--- src/rtl/control_sequencer.sv ---
// rtl/control_sequencer.sv - hardwired fetch/execute control unit for the Datapath
//
// Ports:
//   clk, clr (async active-low)          clock and reset
//   IR[31:0], con_out, stop              latched instruction, branch condition, halt request
//   *_out                                bus source selects (at most one active)
//   *_enable                             register load enables
//   IncPC, Read, con_in, Gra, Grb, Grc,
//   R_in, R_out, BA_out                  datapath controls
//   opcode[4:0]                          ALU operation
//   run, illegal                         executing flag, unsupported-opcode pulse
module control_sequencer #(
    parameter logic [4:0] ADD_OP = 5'b00011
) (
    input  logic        clk,
    input  logic        clr,
    input  logic [31:0] IR,
    input  logic        con_out,
    input  logic        stop,
    output logic        PC_out,
    output logic        ZHigh_out,
    output logic        ZLow_out,
    output logic        HI_out,
    output logic        LO_out,
    output logic        In_port_out,
    output logic        C_out,
    output logic        MDR_out,
    output logic        MDR_enable,
    output logic        MAR_enable,
    output logic        Z_enable,
    output logic        Y_enable,
    output logic        PC_enable,
    output logic        LO_enable,
    output logic        HI_enable,
    output logic        IR_enable,
    output logic        out_port_enable,
    output logic        RAM_write_enable,
    output logic        IncPC,
    output logic        Read,
    output logic        con_in,
    output logic        Gra,
    output logic        Grb,
    output logic        Grc,
    output logic        R_in,
    output logic        R_out,
    output logic        BA_out,
    output logic [4:0]  opcode,
    output logic        run,
    output logic        illegal
);

    localparam logic [4:0] OP_LD   = 5'b00000;
    localparam logic [4:0] OP_LDI  = 5'b00001;
    localparam logic [4:0] OP_ST   = 5'b00010;
    localparam logic [4:0] OP_ADD  = 5'b00011;
    localparam logic [4:0] OP_SUB  = 5'b00100;
    localparam logic [4:0] OP_AND  = 5'b01001;
    localparam logic [4:0] OP_OR   = 5'b01010;
    localparam logic [4:0] OP_ADDI = 5'b01011;
    localparam logic [4:0] OP_ANDI = 5'b01100;
    localparam logic [4:0] OP_ORI  = 5'b01101;
    localparam logic [4:0] OP_BR   = 5'b10010;
    localparam logic [4:0] OP_JR   = 5'b10011;
    localparam logic [4:0] OP_IN   = 5'b10101;
    localparam logic [4:0] OP_OUT  = 5'b10110;
    localparam logic [4:0] OP_NOP  = 5'b11001;
    localparam logic [4:0] OP_HALT = 5'b11010;

    typedef enum logic [3:0] {
        S_RESET, S_T0, S_T1, S_T2, S_T3, S_T4, S_T5, S_T6, S_T7, S_HALT
    } state_t;

    state_t     state, next_state;
    state_t     end_state;
    logic [4:0] ir_op;
    logic       unused_ir_bits;

    assign ir_op          = IR[31:27];
    assign unused_ir_bits = ^IR[26:0];

    // Every path back to T0 goes through here so a pending stop is honoured
    // only at an instruction boundary.
    assign end_state = stop ? S_HALT : S_T0;

    always_ff @(posedge clk or negedge clr) begin
        if (!clr) begin
            state <= S_RESET;
        end else begin
            state <= next_state;
        end
    end

    always_comb begin
        next_state       = state;
        PC_out           = 1'b0;
        ZHigh_out        = 1'b0;
        ZLow_out         = 1'b0;
        HI_out           = 1'b0;
        LO_out           = 1'b0;
        In_port_out      = 1'b0;
        C_out            = 1'b0;
        MDR_out          = 1'b0;
        MDR_enable       = 1'b0;
        MAR_enable       = 1'b0;
        Z_enable         = 1'b0;
        Y_enable         = 1'b0;
        PC_enable        = 1'b0;
        LO_enable        = 1'b0;
        HI_enable        = 1'b0;
        IR_enable        = 1'b0;
        out_port_enable  = 1'b0;
        RAM_write_enable = 1'b0;
        IncPC            = 1'b0;
        Read             = 1'b0;
        con_in           = 1'b0;
        Gra              = 1'b0;
        Grb              = 1'b0;
        Grc              = 1'b0;
        R_in             = 1'b0;
        R_out            = 1'b0;
        BA_out           = 1'b0;
        opcode           = 5'b00000;
        run              = 1'b0;
        illegal          = 1'b0;

        // RESET and HALT keep every output at zero, opcode included.
        if (state != S_RESET && state != S_HALT) begin
            run    = 1'b1;
            opcode = ir_op;
        end

        case (state)
            S_RESET: next_state = end_state;
            S_T0: begin
                PC_out     = 1'b1;
                MAR_enable = 1'b1;
                IncPC      = 1'b1;
                next_state = S_T1;
            end
            S_T1: begin
                Read       = 1'b1;
                MDR_enable = 1'b1;
                next_state = S_T2;
            end
            S_T2: begin
                MDR_out    = 1'b1;
                IR_enable  = 1'b1;
                next_state = S_T3;
            end
            S_T3: begin
                case (ir_op)
                    OP_LD, OP_LDI, OP_ST: begin
                        Grb = 1'b1; BA_out = 1'b1; Y_enable = 1'b1;
                        next_state = S_T4;
                    end
                    OP_ADD, OP_SUB, OP_AND, OP_OR, OP_ADDI, OP_ANDI, OP_ORI: begin
                        Grb = 1'b1; R_out = 1'b1; Y_enable = 1'b1;
                        next_state = S_T4;
                    end
                    OP_BR: begin
                        Gra = 1'b1; R_out = 1'b1; con_in = 1'b1;
                        next_state = S_T4;
                    end
                    OP_JR: begin
                        Gra = 1'b1; R_out = 1'b1; PC_enable = 1'b1;
                        next_state = end_state;
                    end
                    OP_IN: begin
                        In_port_out = 1'b1; Gra = 1'b1; R_in = 1'b1;
                        next_state = end_state;
                    end
                    OP_OUT: begin
                        Gra = 1'b1; R_out = 1'b1; out_port_enable = 1'b1;
                        next_state = end_state;
                    end
                    OP_NOP:  next_state = end_state;
                    OP_HALT: next_state = S_HALT;
                    default: begin
                        illegal    = 1'b1;
                        next_state = end_state;
                    end
                endcase
            end
            S_T4: begin
                next_state = S_T5;
                case (ir_op)
                    OP_LD, OP_LDI, OP_ST: begin
                        C_out = 1'b1; Z_enable = 1'b1; opcode = ADD_OP;
                    end
                    OP_ADD, OP_SUB, OP_AND, OP_OR: begin
                        Grc = 1'b1; R_out = 1'b1; Z_enable = 1'b1;
                    end
                    OP_ADDI, OP_ANDI, OP_ORI: begin
                        C_out = 1'b1; Z_enable = 1'b1;
                    end
                    OP_BR: begin
                        PC_out = 1'b1; Y_enable = 1'b1;
                    end
                    default: next_state = end_state;
                endcase
            end
            S_T5: begin
                case (ir_op)
                    OP_LD, OP_ST: begin
                        ZLow_out = 1'b1; MAR_enable = 1'b1;
                        next_state = S_T6;
                    end
                    OP_LDI, OP_ADD, OP_SUB, OP_AND, OP_OR, OP_ADDI, OP_ANDI, OP_ORI: begin
                        ZLow_out = 1'b1; Gra = 1'b1; R_in = 1'b1;
                        next_state = end_state;
                    end
                    OP_BR: begin
                        C_out = 1'b1; Z_enable = 1'b1; opcode = ADD_OP;
                        next_state = S_T6;
                    end
                    default: next_state = end_state;
                endcase
            end
            S_T6: begin
                case (ir_op)
                    OP_LD: begin
                        Read = 1'b1; MDR_enable = 1'b1;
                        next_state = S_T7;
                    end
                    // MDR loads from the register bus here, so Read stays low.
                    OP_ST: begin
                        Gra = 1'b1; R_out = 1'b1; MDR_enable = 1'b1;
                        next_state = S_T7;
                    end
                    OP_BR: begin
                        ZLow_out   = 1'b1;
                        PC_enable  = con_out;
                        next_state = end_state;
                    end
                    default: next_state = end_state;
                endcase
            end
            S_T7: begin
                next_state = end_state;
                case (ir_op)
                    OP_LD: begin
                        MDR_out = 1'b1; Gra = 1'b1; R_in = 1'b1;
                    end
                    OP_ST:   RAM_write_enable = 1'b1;
                    default: ;
                endcase
            end
            S_HALT:  next_state = S_HALT;
            default: next_state = S_RESET;
        endcase
    end

endmodule
--- config.mk ---
export PLATFORM = sky130hd
export DESIGN_NAME = control_sequencer
export DESIGN_NICKNAME = d
export VERILOG_FILES = /design/src/rtl/control_sequencer.sv
export SDC_FILE = /design/constraint.sdc
export NUM_CORES = 1
export LEC_CHECK = 0
export BUFFER_PORTS_ARGS = -buffer_cell sky130_fd_sc_hd__buf_2
export CAP_MARGIN = 0
export CORE_UTILIZATION = 45
export CTS_BUF_LIST = sky130_fd_sc_hd__clkbuf_4 sky130_fd_sc_hd__clkbuf_8 sky130_fd_sc_hd__clkbuf_16
export CTS_CLUSTER_DIAMETER = 50
export CTS_CLUSTER_SIZE = 8
export DETAILED_ROUTE_END_ITERATION = 7
export GPL_TIMING_DRIVEN = 0
export PLACE_DENSITY = 0.88
export REMOVE_ABC_BUFFERS = 1
export SLEW_MARGIN = 20
export SYNTH_ARGS = -nofsm -noshare
export SYNTH_HDL_FRONTEND = slang
export SYNTH_SLANG_ARGS = --single-unit
--- constraint.sdc ---
create_clock -name clk -period 3 [get_ports clk]
set_clock_uncertainty 0.2 [all_clocks]
set_input_delay 0.3 -clock clk [delete_from_list [all_inputs] [get_ports clk]]
set_output_delay 0.3 -clock clk [all_outputs]
set_load 0.01 [all_outputs]
==> results.cfg, run 1 <==
[floorplanning]
dieArea_um2 = 2430
initial_utilization = 0.494
die_w_um = 49.3
pin_count = 70
coreArea_um2 = 2040
row_count = 16
dieHeight_um = 49.3

[cts]
cts-root-buf = clkbuf_4
cts_num_sinks = 4
h-tree-depth = 1
clkLatencyLatePin_ns = 0.23
cts_buffer_depth = 2
cts.reportedPaths.clkPinSlew_ns = 0.04
cts_tree = built
cts_buffers = 3

[timing]
fin_crit_ns = 2.56
setup_violations = 0
slew_violations = 0
tightestPinTransition_ns = 0.745
tns_ns = 0
hold_viol = 0
rsz0062_at_grt = no
max_freq_mhz = 390
maxSlewHeadroom = 0.499
fin_crit_sh = 0.854

[layout]
syn2layout_area_growth_pct = 14.5
drive_gt1_frac = 0.251
seq_area_um2 = 100
fillers = 204
top_regs = state x4
finalNonFillerCells = 202
multi_input_area_um2 = 792
top_register = state
antenna_cells = 0
nets = 213
largest_register_ffs = 4

[drt]
wl_per_cell_um = 15.1
drtIter0Drc = 76
finalWirelength_um = 3060
antenna_left = 0
drcViolationCount = 0
drt-pass1-iter-count = 5
vias_per_cell = 6.40
via_count = 1293

[yosys]
synth-seq-area-share = 0.0993
yosys-top-cells-area = dfrtp_1, nor2_1, buf_2
async_flop_share = 1.00
netlist_instances = 152
yosys.area.top_type = dfrtp_1
synth_area_um2 = 1010
synth.avg_cell_area_um2 = 6.63
yosysUniqueCellTypes = 50
ys_ff_latch = 4
synth_top_area_share = 0.0993
yosys_warnings = 0
synthFlopType = dfrtp_1
synth_edf_count = 0

[global_routing]
antenna_found_initial = 0
grt_pass1_wl_um = 4960
grt_overflow = 0
grt_start_max_net_pins = 29
grt_pass1_vias = 1130
grt_use_total = 0.255

[power_and_ir_drop]
ir_worst_vdd_mv = 0.426
power.density_nw_per_um2 = 654
power.total_mw = 0.755
power_leakage_nw = 0.560

[placed_design]
routabilityCongestion = 0.937
io_buffers = 37
dp_hpwl_um = 2180
place_inst = 198

[critical_path]
worstSetupPathType = register to output port
critPathLaunchType = register
cp_max_fo = 16
crit_required_ns = 2.50
endpoint_kind = output port
worstPathArrival_ns = 2.06

[hold_path]
hp-class = input pin to asynchronous set/reset pin

[flow_run]
cap_viol_max_count = 0

[status]
outcome = finished, final reports clean
-- stage by stage --
| stage | setup WS [ns] | hold WS [ns] | util | instance area [um^2] |
|---|---|---|---|---|
| floorplan | 0.990 | -0.196 | - | 903 |
| global placement | 0.697 | -0.0983 | 0.550 | 1120 |
| detailed placement | 0.647 | -0.0949 | 0.550 | 1120 |
| CTS | 0.438 | 0.189 | 0.566 | 1150 |
| global route | 0.277 | 0.202 | 0.566 | 1150 |
| finish | 0.438 | 0.199 | 0.566 | 1150 |
-- final timing paths --
kind	startpoint	to	slack, ns	depth (start not counted)
max	state[0]	PC_enable	0.44	4
min	clr	state[1]	0.20	2
max reg2reg	state[0]	state[3]	0.96	4
min reg2reg	state[3]	state[1]	0.56	1
max in group asynchronous	clr	state[2]	2.29	2
min in group clk	stop	state[3]	0.31	4
-- worst max-delay path: stages (launching register included) --
cell     delay [ns]
dfrtp_1        0.54
or4b_1         0.71
nor4_1         0.32
a41o_1         0.13
buf_2          0.13
-- layer usage --
metal	track usage	vias up	part of all wire
met5	0	-	0
met4	0.0882	0	0.0046
met3	0.0467	2	0.097
met2	0.425	94	0.48
met1	0.323	597	0.42
li1	-	600	-
-- cell usage in the layout (no fill, tap or decap), drive strengths merged, types with 4 or more instances in the layout --
master and count:
buf 37, nor2b 6, a21oi 8, nor2 17
dfrtp 4, o21ai 7, or3 4, nand2 10
nand2b 6, nand3 4, conb 5, a21o 5
-- final cells by class --
class,count,share of cell area
repair buffers,38,0.169
inverters,3,0.00975
multi-input cells,127,0.686
clock buffers,3,0.0195
well taps,27,0.0293
flip-flops and latches,4,0.0867
-- cells in the mapped netlist (3+ instances only) --
cell type	number
and2_1	3
a21oi_1	8
nor3_1	3
or3_1	4
nand2_1	10
dfrtp_1	4
buf_2	9
nand2b_1	6
and3_1	3
buf_4	5
o31ai_1	3
o21ai_0	6
nor2b_1	6
clkbuf_1	7
a21o_1	5
nor2_1	17
a221o_1	3
a211oi_1	3
inv_1	3
nand3_1	4
nor3b_1	3
-- cells by family (layout without fill, tap and decap cells) --
family | count (synthesis) | in the layout | synth area share
buf+inv | 25 | 44 | 0.130
flops | 4 | 4 | 0.0993
xor+xnor | 1 | 1 | 0.00869
compound gates | 48 | 48 | 0.346
simple gates | 71 | 71 | 0.392
other cells | 1 | 5 | 0.00372
mux | 2 | 2 | 0.0199
-- what timing repair did --
item	4_1_cts	5_1_grt
resized for setup	0	0
hold endpoints to repair	4	0
hold buffers	1	0
setup buffers	0	0
-- report_power, final --
| part | internal, mW | total [mW] | switching, mW |
|---|---|---|---|
| Clock | 0.0447 | 0.0668 | 0.0220 |
| Sequential | 0.0809 | 0.172 | 0.0908 |
| Combinational | 0.225 | 0.517 | 0.292 |
(Power assumes the default switching activity.)
==> run 2: changes to the inputs <==
--- a/config.mk
+++ b/config.mk
@@ -7,12 +7,12 @@
 export LEC_CHECK = 0
 export BUFFER_PORTS_ARGS = -buffer_cell sky130_fd_sc_hd__buf_2
 export CAP_MARGIN = 0
+export CORE_MARGIN = 2
 export CORE_UTILIZATION = 45
 export CTS_BUF_LIST = sky130_fd_sc_hd__clkbuf_4 sky130_fd_sc_hd__clkbuf_8 sky130_fd_sc_hd__clkbuf_16
 export CTS_CLUSTER_DIAMETER = 50
 export CTS_CLUSTER_SIZE = 8
 export DETAILED_ROUTE_END_ITERATION = 7
-export GPL_TIMING_DRIVEN = 0
 export PLACE_DENSITY = 0.88
 export REMOVE_ABC_BUFFERS = 1
 export SLEW_MARGIN = 20
==> constraint.sdc (replaced) <==
create_clock -name clk -period 3 [get_ports clk]
set_clock_uncertainty 0.2 [all_clocks]
set_input_delay 0.3 -clock clk [delete_from_list [all_inputs] [get_ports clk]]
set_output_delay 0.3 -clock clk [all_outputs]
set_load 0.05 [all_outputs]
==> results.cfg, run 2 (synthesized netlist as in run 1, its figures left out) <==
[cts]
cts.hold.buffers_added = 1
cts_buffer_depth = 2
cts_buffers = 3
cts-root-buf = clkbuf_4
post_cts_buffers = 0
cts_num_sinks = 4
ctsResizeCount = 0
cts.reportedPaths.clkPinSlew_ns = 0.04
cts_tree = built
clkLatencyLatePin_ns = 0.23
h-tree-depth = 1

[layout]
syn2layout_area_growth_pct = 15.4
largest_register_ffs = 4
final_common_cell = buf_2
antenna_cells = 0
top_regs = state x4
nets = 214
fillers = 229
drive_gt1_frac = 0.256
top_register = state
seq_area_um2 = 100
multi_input_area_um2 = 792
final_cell_mix = buf_2, nor2_1, nand2_1, a21oi_1

[global_routing]
grt_overflow = 0
grt_pass1_vias = 1021
grt_use_total = 0.214
grt_pass1_wl_um = 4470
grt_start_max_net_pins = 29
antenna_found_initial = 0

[floorplanning]
pin_count = 70
initial_utilization = 0.465
dieArea_um2 = 2640
coreArea_um2 = 2170
die_w_um = 51.3
row_count = 17
dieHeight_um = 51.3

[timing]
setup_violations = 0
hold_ws_ns = 0.197
fin_crit_ns = 2.71
tns_ns = 0
maxSlewHeadroom = 0.557
max_freq_mhz = 369
rsz0062_at_grt = no
slew_violations = 0
hold_viol = 0
fin_crit_sh = 0.903
tightestPinTransition_ns = 0.659

[critical_path]
cpLargestDelayFamily = simple AND/OR/NAND/NOR gates
path_buf_inv = 1
cp_max_fo = 16
worstSetupPathType = register to output port
cpPeakStageDelay_ns = 0.69
critPathLaunchType = register
crit_required_ns = 2.50
endpoint_kind = output port
worstPathArrival_ns = 2.21
slowest_stage = or4b_1
cp_cell_sequence = or4b_1 > a211oi_1 > o21ai_0 > nand3_1 > buf_2

[placed_design]
io_buffers = 37
routabilityCongestion = 0.911
dp_hpwl_um = 1970

[drt]
drcViolationCount = 0
vias_per_cell = 5.98
drtIter0Drc = 63
antenna_left = 0
drt-pass1-iter-count = 4
finalWirelength_um = 2740
via_count = 1219
wl_per_cell_um = 13.4

[status]
outcome = finished, final reports clean

[power_and_ir_drop]
power_leakage_nw = 0.565
power.density_nw_per_um2 = 925
ir_worst_vdd_mv = 0.557

[hold_path]
hp-class = input pin to asynchronous set/reset pin

[flow_run]
cap_viol_max_count = 0
run 2: worst paths after layout:
check	cells past startpoint	slack [ns]	to	from
worst max-delay path	5	0.29	Gra	state[0]
worst min-delay path	2	0.20	state[0]	clr
worst max register to register	4	0.95	state[3]	state[0]
worst min register to register	1	0.57	state[1]	state[3]
max in group asynchronous	2	2.29	state[3]	clr
min in group clk	4	0.28	state[3]	stop
run 2: through the flow:
stage	cell area (um^2)	worst slack, ns	power [mW]	std cells	utilization
final	1160	0.291	1.08	204	0.536
after global routing	1160	0.155	1.15	204	0.536
after CTS	1160	0.311	1.07	204	0.536
after detailed placement	1130	0.571	1.00	200	0.521
after global placement	1130	0.530	0.997	200	0.521
after floorplan	903	-0.160	0.812	134	-
run 2: worst register-to-register path: cells and delay by family (launching register included):
family           cells  cell delay [ns]
AND/OR/NAND/NOR      2             0.98
flip-flops           1             0.55
AO/OA/AOI/OAI        2             0.20
run 2: final cells by class:
| cell class | count | share of cell area |
|---|---|---|
| clock buffers | 3 | 0.0194 |
| inverters | 3 | 0.00968 |
| multi-input cells | 127 | 0.681 |
| flip-flops and latches | 4 | 0.0860 |
| well taps | 28 | 0.0301 |
| repair buffers | 39 | 0.174 |
run 2: routing by layer:
metal	part of all wire	GRT usage	wire length, um	vias to the layer above
li1	-	-	-	606
met1	0.46	0.312	1250	546
met2	0.44	0.316	1210	65
met3	0.10	0.0468	274	2
met4	0.0033	0.0570	9	0
met5	0	0	0	-
run 2: power breakdown:
part           internal, mW  switching, mW  total [mW]
clock network        0.0447         0.0216      0.0663
logic                 0.229          0.607       0.837
registers            0.0809         0.0925       0.173
==> run 3: changes to the inputs <==
--- a/config.mk
+++ b/config.mk
@@ -8,12 +8,12 @@
 export BUFFER_PORTS_ARGS = -buffer_cell sky130_fd_sc_hd__buf_2
 export CAP_MARGIN = 0
 export CORE_MARGIN = 2
-export CORE_UTILIZATION = 45
+export CORE_UTILIZATION = 38
 export CTS_BUF_LIST = sky130_fd_sc_hd__clkbuf_4 sky130_fd_sc_hd__clkbuf_8 sky130_fd_sc_hd__clkbuf_16
 export CTS_CLUSTER_DIAMETER = 50
 export CTS_CLUSTER_SIZE = 8
 export DETAILED_ROUTE_END_ITERATION = 7
-export PLACE_DENSITY = 0.88
+export PLACE_DENSITY = 0.8
 export REMOVE_ABC_BUFFERS = 1
 export SLEW_MARGIN = 20
 export SYNTH_ARGS = -nofsm -noshare
==> constraint.sdc (replaced) <==
create_clock -name clk -period 2.4 [get_ports clk]
set_clock_uncertainty 0.2 [all_clocks]
set_input_delay 0.24 -clock clk [delete_from_list [all_inputs] [get_ports clk]]
set_output_delay 0.24 -clock clk [all_outputs]
set_load 0.05 [all_outputs]
==> results.cfg, run 3 (synthesized netlist as in run 1, its figures left out) <==
[floorplanning]
row_count = 18
die_w_um = 55.5
dieHeight_um = 55.5
initial_utilization = 0.403
coreArea_um2 = 2500
dieArea_um2 = 3080
pin_count = 70

[cts]
cts_buffer_depth = 2
cts_num_sinks = 4
cts_buffers = 3
cts-root-buf = clkbuf_4
cts.reportedPaths.clkPinSlew_ns = 0.03
cts_tree = built
clkLatencyLatePin_ns = 0.23
h-tree-depth = 1

[timing]
rsz0062_at_grt = no
fin_crit_sh = 0.973
max_freq_mhz = 428
fin_crit_ns = 2.34
tns_ns = 0
hold_viol = 0
fin_ws_ns = 0.0637
slew_violations = 0
setup_violations = 0

[placed_design]
routabilityCongestion = 0.943
io_buffers = 37
postPlaceCellArea_um2 = 1210
pre_cts_ws_ns = 0.234
place_inst = 212
dp_hpwl_um = 2210

[global_routing]
antenna_found_initial = 0
grt_use_total = 0.188
grt_overflow = 0
grt_pass1_wl_um = 4850
grt_pass1_vias = 1072
grt_start_max_net_pins = 21

[layout]
finalNonFillerCells = 218
drive_gt1_frac = 0.324
final_common_cell = buf_2
fin_area_um2 = 1270
nets = 226
final_cell_mix = buf_2, nor2_1, buf_4, nand2_1, a21oi_1
syn2layout_area_growth_pct = 26.3
top_regs = state x4
top_register = state
largest_register_ffs = 4
antenna_cells = 0

[drt]
antenna_left = 0
finalWirelength_um = 2950
drcViolationCount = 0
via_count = 1278
vias_per_cell = 5.86
drtIter0Drc = 91
wl_per_cell_um = 13.5
drt-pass1-iter-count = 4

[status]
outcome = finished, final reports clean

[critical_path]
cpPeakStageDelay_ns = 0.43
slowest_stage = dfrtp_1
regToRegEndpoint = state[3]
rr_startpoint = state[0]
rr_worst_depth = 5
worstSetupPathType = register to output port
cp_max_fo = 7
crit_required_ns = 1.96
cp_cell_sequence = and3b_1 > and2_1 > a32o_1 > a31o_2 > buf_2
worstPathArrival_ns = 1.90
regToRegSetupSlack_ns = 0.29
endpoint_kind = output port
critPathLaunchType = register

[power_and_ir_drop]
ir_worst_vdd_mv = 1.08
power.density_nw_per_um2 = 1160
power_leakage_nw = 0.626

[hold_path]
hp-class = input pin to asynchronous set/reset pin

[flow_run]
cap_viol_max_count = 0
## run 3: worst max path at each step
stage / start / to / slack, ns / cells after the start
6_report: state[3] / C_out / 0.06 / 5
5_1_grt: state[3] / C_out / 0.004 / 5
4_1_cts: state[0] / Gra / 0.04 / 5
3_5_place_dp: IR[30] / R_out / 0.23 / 6
3_3_place_gp: IR[30] / R_out / 0.22 / 6
2_1_floorplan: state[3] / R_out / -0.70 / 4
## run 3: report_power, final
group	internal [mW]	total, mW	switching, mW
clock	0.0558	0.0811	0.0253
combinational	0.377	1.24	0.858
sequential	0.104	0.157	0.0523
total	0.537	1.47	0.935
## run 3: timing repair
item                                    in CTS  in global routing
hold endpoints to repair                     4                  0
hold buffers                                 1                  0
resized for setup                            3                  3
setup buffers                                0                  2
endpoints found under the setup margin       2                  9
## run 3: routing by layer
metal | routed length (um) | up-vias | track usage
li1 | - | 628 | -
met4 | 16 | 0 | 0.0418
met3 | 270 | 2 | 0.0328
met5 | 0 | - | 0
met1 | 1260 | 575 | 0.256
met2 | 1400 | 73 | 0.310
## run 3: final cells by class
class	instances	area, um^2
clock buffers	3	22.5
inverters	3	11.3
flip-flops and latches	4	101
repair buffers	51	298
multi-input cells	127	803
well taps	30	37.5
fillers	250	1230
## run 3: stage by stage
| step | hold WS (ns) | util | power (mW) |
|---|---|---|---|
| 2_1_floorplan | -0.256 | - | 1.02 |
| 3_3_place_gp | -0.155 | 0.483 | 1.33 |
| 3_5_place_dp | -0.152 | 0.483 | 1.34 |
| 4_1_cts | 0.134 | 0.499 | 1.43 |
| 5_1_grt | 0.152 | 0.510 | 1.57 |
| 6_report | 0.144 | 0.510 | 1.47 |
## run 3: critical path, delay by kind of cell (launching register included)
family	cells	cell delay, ns
AND/OR/NAND/NOR	2	0.66
AO/OA/AOI/OAI	2	0.32
buffers and inverters	1	0.25
flip-flops	1	0.43
